### src/rtl/ee354_project_occupancy.sv
// Walks the snake segment ring buffer from tail to head, rebuilds the 225-bit occupancy map
// and flags a next-head self collision. Optional macro OCC_DUP_CHECK_EN adds the Dup_Hit output.
module ee354_project_occupancy #(
  parameter int CELLS = 225,
  parameter int GRID  = 15
) (
  input  logic             Clk,
  input  logic             Reset,
  input  logic             Start,
  input  logic [7:0]       Tail_Ptr,
  input  logic [7:0]       Length,
  input  logic             Grow,
  input  logic [3:0]       Query_X,
  input  logic [3:0]       Query_Y,
  output logic             Rd_En,
  output logic [7:0]       Rd_Addr,
  input  logic [7:0]       Rd_Data,
  output logic             Busy,
  output logic             Done,
  output logic [CELLS-1:0] Cell_Snake_Vector,
  output logic             Self_Hit,
  output logic             Bad_Entry,
`ifdef OCC_DUP_CHECK_EN
  output logic             Dup_Hit,
`endif
  output logic [1:0]       Dbg_State
);

  // Handshakes: Start is taken only while Busy=0 (Done cycle included) and is dropped otherwise;
  // Done pulses once per accepted Start; Rd_Data answers the Rd_En of the previous cycle.
  typedef enum logic [1:0] {
    IDLE    = 2'd0,
    SCAN    = 2'd1,
    DRAIN   = 2'd2,
    PUBLISH = 2'd3
  } state_t;

  localparam logic [7:0] CELLS_B   = 8'(CELLS);
  localparam logic [7:0] LAST_ADDR = 8'(CELLS - 1);
  localparam logic [7:0] GRID_B    = 8'(GRID);
  localparam logic [3:0] MAX_C     = 4'(GRID - 1);

  state_t           state_q, state_d;
  logic [7:0]       len_q, cnt_q;
  logic             grow_q;
  logic [3:0]       qx_q, qy_q;
  logic [CELLS-1:0] shadow_q;
  logic             hit_q, err_q;
  logic             rd_vld_q, rd_first_q;
`ifdef OCC_DUP_CHECK_EN
  logic             dup_q;
`endif

  logic [7:0] len_eff, tail_mod, ent_idx;
  logic [3:0] ent_x, ent_y;
  logic       ent_ok, last_rd;

  assign len_eff  = (Length > CELLS_B) ? CELLS_B : Length;
  assign tail_mod = (Tail_Ptr >= CELLS_B) ? (Tail_Ptr - CELLS_B) : Tail_Ptr;
  assign ent_x    = Rd_Data[7:4];
  assign ent_y    = Rd_Data[3:0];
  assign ent_ok   = (ent_x <= MAX_C) && (ent_y <= MAX_C);
  assign ent_idx  = ({4'd0, ent_x} * GRID_B) + {4'd0, ent_y};
  assign last_rd  = (cnt_q == (len_q - 8'd1));

  assign Rd_En     = (state_q == SCAN);
  assign Busy      = (state_q != IDLE);
  assign Dbg_State = state_q;

  always_comb begin
    state_d = state_q;
    case (state_q)
      IDLE:    if (Start) state_d = (len_eff == 8'd0) ? DRAIN : SCAN;
      SCAN:    if (last_rd) state_d = DRAIN;
      DRAIN:   state_d = PUBLISH;
      PUBLISH: state_d = IDLE;
      default: state_d = IDLE;
    endcase
  end

  always_ff @(posedge Clk or posedge Reset) begin
    if (Reset) state_q <= IDLE;
    else       state_q <= state_d;
  end

  always_ff @(posedge Clk or posedge Reset) begin
    if (Reset) begin
      len_q             <= '0;
      cnt_q             <= '0;
      grow_q            <= 1'b0;
      qx_q              <= '0;
      qy_q              <= '0;
      shadow_q          <= '0;
      hit_q             <= 1'b0;
      err_q             <= 1'b0;
      rd_vld_q          <= 1'b0;
      rd_first_q        <= 1'b0;
      Rd_Addr           <= '0;
      Done              <= 1'b0;
      Cell_Snake_Vector <= '0;
      Self_Hit          <= 1'b0;
      Bad_Entry         <= 1'b0;
`ifdef OCC_DUP_CHECK_EN
      dup_q             <= 1'b0;
      Dup_Hit           <= 1'b0;
`endif
    end else begin
      Done       <= 1'b0;
      rd_vld_q   <= Rd_En;
      rd_first_q <= Rd_En && (cnt_q == 8'd0);

      if ((state_q == IDLE) && Start) begin
        len_q    <= len_eff;
        cnt_q    <= '0;
        grow_q   <= Grow;
        qx_q     <= Query_X;
        qy_q     <= Query_Y;
        shadow_q <= '0;
        hit_q    <= 1'b0;
        err_q    <= 1'b0;
`ifdef OCC_DUP_CHECK_EN
        dup_q    <= 1'b0;
`endif
        // An empty scan issues no reads, so the address port keeps its old value.
        if (len_eff != 8'd0) Rd_Addr <= tail_mod;
      end

      if ((state_q == SCAN) && !last_rd) begin
        cnt_q   <= cnt_q + 8'd1;
        Rd_Addr <= (Rd_Addr == LAST_ADDR) ? 8'd0 : (Rd_Addr + 8'd1);
      end

      // The tail entry only collides when it stays put this move.
      if (rd_vld_q) begin
        if (ent_ok) begin
          shadow_q[ent_idx] <= 1'b1;
          if ((ent_x == qx_q) && (ent_y == qy_q) && (!rd_first_q || grow_q)) hit_q <= 1'b1;
`ifdef OCC_DUP_CHECK_EN
          if (shadow_q[ent_idx]) dup_q <= 1'b1;
`endif
        end else begin
          err_q <= 1'b1;
        end
      end

      if (state_q == PUBLISH) begin
        Cell_Snake_Vector <= shadow_q;
        Self_Hit          <= hit_q;
        Bad_Entry         <= err_q;
        Done              <= 1'b1;
`ifdef OCC_DUP_CHECK_EN
        Dup_Hit           <= dup_q;
`endif
      end
    end
  end

endmodule

### config.mk
export PLATFORM = sky130hd
export DESIGN_NAME = ee354_project_occupancy
export DESIGN_NICKNAME = d
export VERILOG_FILES = /design/src/rtl/ee354_project_occupancy.sv
export SDC_FILE = /design/constraint.sdc
export NUM_CORES = 1
export LEC_CHECK = 0
export ABC_AREA = 1
export BUFFER_PORTS_ARGS = -buffer_cell sky130_fd_sc_hd__buf_2
export CORE_ASPECT_RATIO = 1.5
export CORE_MARGIN = 1.5
export CORE_UTILIZATION = 57
export DETAILED_ROUTE_END_ITERATION = 8
export PLACE_DENSITY = 0.8
export SLEW_MARGIN = 20
export SYNTH_ARGS = -nofsm -noshare
export SYNTH_HDL_FRONTEND = slang
export SYNTH_SLANG_ARGS = --single-unit
### constraint.sdc
create_clock -name Clk -period 17.75 [get_ports Clk]
set_input_delay 0.8875 -clock Clk [delete_from_list [all_inputs] [get_ports Clk]]
set_output_delay 0.8875 -clock Clk [all_outputs]
set_load 0.01 [all_outputs]
### Word level (Yosys, flattened, before mapping)

Cells that the tools add are included.

| storage, ports and cells | value |
|---|---|
| bits in registers | 492 |
| bits of input ports | 36 |
| output and inout port bits | 240 |
| word-level logic and storage cells | 82 |

| cells by class | value |
|---|---|
| add/subtract/negate cells | 5 |
| $mul | 1 |
| order comparisons | 6 |
| equality and inequality tests | 9 |
| mux-type cells | 25 |
| bitwise logic cells | 1 |
| reduce and logical (&&, ||, !) cells | 19 |

Operator list:

| cell | number |
|---|---|
| 225-bit 2-to-1 mux | 3 |
| 225-bit OR | 1 |
| 8-bit 2-to-1 mux | 8 |
| 8-bit by 1-bit adder with 8-bit output, second input constant | 2 |
| 8-bit logical NOT | 2 |
| 8-bit by 9-bit < comparator with 1-bit output, second input constant | 1 |
| 1-bit 2-to-1 mux | 9 |
| 8-bit by 4-bit adder with 8-bit output | 1 |
| 1-bit demux with 8-bit select | 1 |
| 4-bit equality test | 2 |
| 8-bit equality test | 1 |
| 8-bit equality test, second input constant | 1 |
| 8-bit by 1-bit greater-or-equal comparator with 1-bit output, second input constant | 1 |
| 8-bit greater-or-equal comparator, second input constant | 1 |
| 8-bit > comparator, second input constant | 1 |
| 4-bit less-or-equal comparator, second input constant | 2 |
| 4-bit by 4-bit multiplier with 8-bit output, second input constant | 1 |
| 2-bit one-hot mux with 4 select lines | 1 |
| 8-bit nonzero test | 1 |
| 8-bit by 1-bit subtractor with 8-bit output, second input constant | 1 |
| 8-bit subtractor, second input constant | 1 |
| 1-bit logical AND | 7 |
| 2-bit 2-to-1 mux | 3 |
| 2-bit nonzero test | 3 |
| 8 further kinds | 11 |

### Longest topological paths before layout

| depth | value |
|---|---|
| depth after elaboration | 9 |
| depth in mapped cells | 18 |
| gate-level depth less buffers | 17 |

### Least setup slack after synthesis

No wires, ideal clock.

| timing path | value |
|---|---|
| path kind | in2reg |
| start | input port Rd_Data[4] |
| end | register shadow_q[102] |
| setup time | 83 ps |
| data arrival time | 4045 ps |
| required time | 17667 ps |
| path slack | 13622 ps |
| cell stages on the path | 15 |
| path buffers | 1 |
| cells stage by stage | fa_1 -> fa_1 -> inv_1 -> fa_1 -> inv_1 -> ha_1 -> nand2_1 -> nand2_1 -> a31o_2 -> xor2_2 -> inv_1 -> nor2_4 -> nand2_1 -> buf_6 -> o21ai_0 |

| on the way | value |
|---|---|
| word-level cells in the longest chain between the ends | 9 |
| elaborated cells between the ends (all ways) | 12 |
| classes of those cells | add/sub: 1; mul: 1; order compare: 3; mux: 4; bitwise: 1; reduce/logical: 2 |

Ends and longest elaborated chain:

| what | line | source |
|---|---|---|
| from (decl) | 17 | `input logic [7:0] Rd_Data,` |
| 4-bit by 4-bit multiplier with 8-bit output | 63 | `assign ent_idx = ({4'd0, ent_x} * GRID_B) + {4'd0, ent_y};` |
| 8-bit by 4-bit adder with 8-bit output | 63 |  |
| 8-bit by 9-bit < comparator with 1-bit output (not written as such) / 8-bit by 1-bit greater-or-equal comparator with 1-bit output (equally long branches) | 136 | `shadow_q[ent_idx] <= 1'b1;` |
| 1-bit logical AND (not written as such) | 136 |  |
| 1-bit 2-to-1 mux (not written as such) | 136 |  |
| 1-bit demux with 8-bit select | 136 |  |
| 225-bit OR (no line) | n/a |  |
| 225-bit 2-to-1 mux (*) | 135 | `if (ent_ok) begin` |
| 225-bit 2-to-1 mux (*) | 134 | `if (rd_vld_q) begin` |
| to (signal assigned) | 93 | `shadow_q <= '0;` |
| to (signal assigned) | 118 | `shadow_q <= '0;` |
| to (signal, indexed assignment) | 136 |  |
| to (decl) | 47 | `logic [CELLS-1:0] shadow_q;` |

Mark *: on every way between the ends. The rest lies on a longest branch, timed or not.
A chain may end at the register's enable or synchronous reset.

### Worst setup path in the final report

| timing path | value |
|---|---|
| start | input port Rd_Data[6] |
| end | register shadow_q[104] |

Same word-level chain as after synthesis.

==> tab_implementation.tex <==
\begin{tabular}{lr}
\hline
Metric & Value \\
\hline
\multicolumn{2}{l}{\textbf{Hold path}} \\
\quad Min-Delay Endpoint & shadow\_q[156] \\
\quad Worst min-delay path startpoint & shadow\_q[156] \\
\quad Class of the most critical hold timing path & register to register \\
\quad Cells on Worst Hold Path & 2 \\
\multicolumn{2}{l}{\textbf{Finish}} \\
\quad Post-Route Utilization & between 60 and 70\% \\
\quad Post-route cell area & approximately 0.023 mm2 \\
\quad Number of non-filler instances in the completed layout & roughly 2400 \\
\quad Fill cell instance count of the final layout & between 2000 and 3000 \\
\quad Relative area change from synthesis to final layout & 16.3\% \\
\quad Leading cell types in the layout, fill and taps excluded & sky130\_fd\_sc\_hd\_\_dfrtp\_1 (492), sky130\_fd\_sc\_hd\_\_nand2\_1 (362), sky130\_fd\_sc\_hd\_\_buf\_2 (275) \\
\quad Most frequent standard cell in the layout excluding fill and tap cells & sky130\_fd\_sc\_hd\_\_dfrtp\_1 \\
\quad Combined area of the multi-input logic cells & roughly 0.0067 mm2 \\
\quad Storage element area & around 0.012 mm2 \\
\quad Antenna Diode Count & 0 \\
\quad NumNets Final & about 2000 \\
\quad Layout cells sized above 1 & between 30\% and 40\% \\
\multicolumn{2}{l}{\textbf{CTS}} \\
\quad H-Tree Depth & 2 \\
\quad Number of buffers added to fix hold violations after cts & 0 \\
\quad CTS tree & done \\
\quad Post\_cts resized & 0 \\
\quad Clock Pin Slew Worst Setup and Hold Paths & $\sim$70 ps \\
\quad Clk buf depth & 3 \\
\quad Cell at the root of the clock tree & sky130\_fd\_sc\_hd\_\_clkbuf\_16 \\
\quad Cts bufs inserted & 44 \\
\quad Number of post-CTS setup repair buffers & 0 \\
\quad Clk\_lat worst skew & roughly 560 ps \\
\quad Clk sink count & $\sim$500 \\
\multicolumn{2}{l}{\textbf{Drt}} \\
\quad Number of DRC markers after the initial detailed-route iteration & between 900 and 1000 \\
\quad Router iterations before antenna repair & 5 \\
\quad Detailed-route vias per instance & 5.71 \\
\quad Total wirelength of the detailed-routed design & between 40000 and 50000 um \\
\quad Number of vias after detailed routing & 13700 \\
\quad Wire length per cell & $\sim$21 um \\
\quad DRC Markers & 0 \\
\quad Post-detailed-route count of antenna-violating nets & 0 \\
\multicolumn{2}{l}{\textbf{Critical path}} \\
\quad Master of the slowest instance on the critical path & sky130\_fd\_sc\_hd\_\_nand2\_1 \\
\quad Setup Crit Path Kind & input port to register \\
\quad Family with the most delay on the worst path & adder cells \\
\quad Worst-path maximum fanout & 14 \\
\quad CP cell instances & buf\_2 -> fa\_1 -> fa\_1 -> inv\_1 -> fa\_1 -> inv\_1 -> ha\_1 -> xor2\_1 -> inv\_1 -> nor2\_1 -> nand2\_1 -> o21ai\_0 \\
\quad Path depth of the worst reg2reg path & 8 \\
\quad Buffers and inverters on the worst path & 4 \\
\quad Max incr delay on CP & between 600 and 700 ps \\
\quad Endpoint arrival time on the critical path & about 4800 ps \\
\quad Worst R2R Start & Dbg\_State[0] \\
\quad Startpoint type of the worst setup path & input port \\
\quad Kind of capture point of the worst setup path & register \\
\quad Crit Reg-Reg Endpoint & Rd\_Addr[4] \\
\quad Crit path required time & $\sim$18000 ps \\
\quad Slack of the worst reg-to-reg path & about 14000 ps \\
\multicolumn{2}{l}{\textbf{Die}} \\
\quad Die Area & 0.0355 mm2 \\
\quad Top-level port count & 276 \\
\quad Vert. Die Dim & between 200 and 250 um \\
\quad Width of the chip & 154 um \\
\quad Standard cell core area & roughly 0.034 mm2 \\
\quad Initial cell density of the core & about 58\% \\
\quad Standard-cell rows & 83 \\
\multicolumn{2}{l}{\textbf{Placement}} \\
\quad Cell area after placement & between 0.02 and 0.025 mm2 \\
\quad \# placed instances & approximately 2300 \\
\quad Final estimated routing congestion in global placement & 0.889 \\
\quad Placed wire-length estimate & approximately 32000 um \\
\quad Buffers added on ports & roughly 280 \\
\multicolumn{2}{l}{\textbf{Global route}} \\
\quad Overall track demand over capacity in global routing & 28.5\% \\
\quad Grt met3 use & about 5.3\% \\
\quad Number of antenna violations at the first check in global routing & 0 \\
\quad Wire length of the first global-routing pass & 78200 um \\
\quad Number of global-route vias before repair & approximately 14000 \\
\quad Largest net degree at the start of global routing & $\sim$140 \\
\quad Global routing usage on met2 & roughly 50\% \\
\quad Met1 track utilization from global routing & 33.9\% \\
\quad Most Crowded Layer GR & met2 \\
\quad GR Overflow Total & 0 \\
\multicolumn{2}{l}{\textbf{Synthesis}} \\
\quad EDFF count, synth & 0 \\
\quad Biggest area contributors in the synthesized netlist & sky130\_fd\_sc\_hd\_\_dfrtp\_1 (63\%), sky130\_fd\_sc\_hd\_\_mux2\_2 (13\%), sky130\_fd\_sc\_hd\_\_nand2\_1 (7.0\%) \\
\quad Synthesis-stage register bit count & roughly 500 \\
\quad Yosys top cell by area & sky130\_fd\_sc\_hd\_\_dfrtp\_1 \\
\quad Post-Syn Instances & around 1700 \\
\quad Netlist cell types & 35 \\
\quad Average instance area after synthesis & approximately 12 um2 \\
\quad Warning count from the yosys run & 0 \\
\quad Proportion of register bits with asynchronous set or reset after synthesis & 100\% \\
\quad Mapped Nets & 1764 \\
\quad Area of the mapped netlist & 0.0196 mm2 \\
\quad Flip-flop cell with the highest count after synthesis & sky130\_fd\_sc\_hd\_\_dfrtp\_1 \\
\quad Share of Yosys cell area claimed by the top area cell type & 62.8\% \\
\quad Sequential cell area fraction in the yosys report & 62.8\% \\
\multicolumn{2}{l}{\textbf{Power and ir drop}} \\
\quad Clock network fraction of total power & around a third \\
\quad Logic pwr share & a little under a quarter \\
\quad Worst VDD drop & between 0.09 and 0.1 mV \\
\quad Net switching component of the power & 0.971 mW \\
\quad Total power consumption of the routed design & 3.02 mW \\
\quad Power Density & roughly 130 mW/mm2 \\
\quad Switch share & 32.2\% \\
\quad Flop pwr share & between 40\% and 50\% \\
\quad Leakage power of the design & around 12 nW \\
\quad Int Power & $\sim$2.0 mW \\
\multicolumn{2}{l}{\textbf{Timing}} \\
\quad Tightest slew margin relative to the limit & 24.1\% \\
\quad Fmax achieved & 230 MHz \\
\quad Final-report setup violation count & 0 \\
\quad Accumulated negative setup slack & 0 ps \\
\quad Worst clock skew & about 22 ps \\
\quad Measured slew at the worst slew-check pin & around 1100 ps \\
\quad Time the final worst path needs with I/O delays and setup & between 4000 and 5000 ps \\
\quad Final Slew Violations & 0 \\
\quad Hold Vio Cnt, Final & 0 \\
\quad Setup repair after global routing missed its margin & no \\
\quad Final worst path period share & about a quarter \\
\multicolumn{2}{l}{\textbf{Run}} \\
\quad Max-cap viol count & 0 \\
\multicolumn{2}{l}{\textbf{Status}} \\
\quad Run status & complete, no violations \\
\hline
\end{tabular}
[stage by stage]
step / hold WS [ps] / worst slack (ps)
floorplan: 444 / 3130
global placement: 460 / 13040
detailed placement: 467 / 12960
CTS: 483 / 13480
global route: 497 / 13160
finish: 480 / 13400
[cell type report]
type,instances,share of cell area [%]
Multi-Input combinational cell,1043,29.3
Inverter,68,1.15
Clock inverter,19,1.09
Clock buffer,62,5.71
Timing Repair Buffer,284,6.37
Sequential cell,492,54.0
Tap cell,425,2.33
[power groups by stage]
| stage | clock network [mW] | registers, mW | logic, mW |
|---|---|---|---|
| 5_1_grt | 1.06 | 1.32 | 0.774 |
| 3_5_place_dp | 0 | 1.33 | 0.698 |
| 4_1_cts | 1.02 | 1.31 | 0.702 |
| 3_3_place_gp | 0 | 1.33 | 0.683 |
| 6_report | 1.01 | 1.31 | 0.699 |
| 2_1_floorplan | 0 | 1.33 | 0.481 |
[logic make-up after synthesis]
family / Yosys count / synth area share [%]
AOI/OAI and AO/OA: 273 / 7.08
xor gates and xnor gates: 24 / 1.15
adders and majority gates: 38 / 2.69
buffers and inverters: 155 / 3.15
DFF: 492 / 62.8
muxes: 227 / 13.0
and+or+nand+nor: 481 / 10.0
[cell usage after synthesis, types with 4 or more instances]
| master | instances |
|---|---|
| sky130_fd_sc_hd__or2_2 | 5 |
| sky130_fd_sc_hd__a21oi_1 | 7 |
| sky130_fd_sc_hd__xor2_1 | 14 |
| sky130_fd_sc_hd__nor4_1 | 4 |
| sky130_fd_sc_hd__dfrtp_1 | 492 |
| sky130_fd_sc_hd__clkbuf_1 | 71 |
| sky130_fd_sc_hd__o21ai_0 | 250 |
| sky130_fd_sc_hd__buf_2 | 13 |
| sky130_fd_sc_hd__nand2_1 | 363 |
| sky130_fd_sc_hd__nand2_2 | 6 |
| sky130_fd_sc_hd__nand4_1 | 10 |
| sky130_fd_sc_hd__ha_1 | 31 |
| sky130_fd_sc_hd__nor3_1 | 7 |
| sky130_fd_sc_hd__fa_1 | 7 |
| sky130_fd_sc_hd__inv_1 | 67 |
| sky130_fd_sc_hd__mux2_2 | 227 |
| sky130_fd_sc_hd__nor2_1 | 34 |
| sky130_fd_sc_hd__xnor2_1 | 8 |
| sky130_fd_sc_hd__nand3_1 | 45 |
| sky130_fd_sc_hd__o21ai_1 | 8 |
[routing by layer]
metal	routed length (um)	share of wire (%)
met1	19100	38
met2	25000	50
met3	2720	5.5
met4	2910	5.8
met5	0	0
[sequential cells by signal, summed over array words and instances (netlist names)]
signal / count
cnt_q: 8
grow_q: 1
shadow_q: 225
Self_Hit: 1
len_q: 8
hit_q: 1
Done: 1
qx_q: 4
rd_first_q: 1
Dbg_State: 2
qy_q: 4
err_q: 1
Cell_Snake_Vector: 225
Bad_Entry: 1
Rd_Addr: 8
rd_vld_q: 1
[worst max-delay path by stage]
stage	cells after the start	startpoint	endpoint
floorplan	1	Reset	Bad_Entry
global placement	12	Rd_Data[6]	shadow_q[120]
detailed placement	12	Rd_Data[6]	shadow_q[186]
CTS	12	Rd_Data[6]	shadow_q[186]
global route	16	Rd_Data[6]	shadow_q[186]
finish	12	Rd_Data[6]	shadow_q[104]
[worst register-to-register path: cells and delay by family (launching register included)]
| family | cells | cell delay, ps |
|---|---|---|
| AO/OA/AOI/OAI | 1 | 180 |
| buffers and inverters | 2 | 830 |
| adder cells (fa/ha/maj) | 1 | 260 |
| AND/OR/NAND/NOR | 4 | 1460 |
| flip-flops | 1 | 530 |
Power figures use the tool's default switching activity.
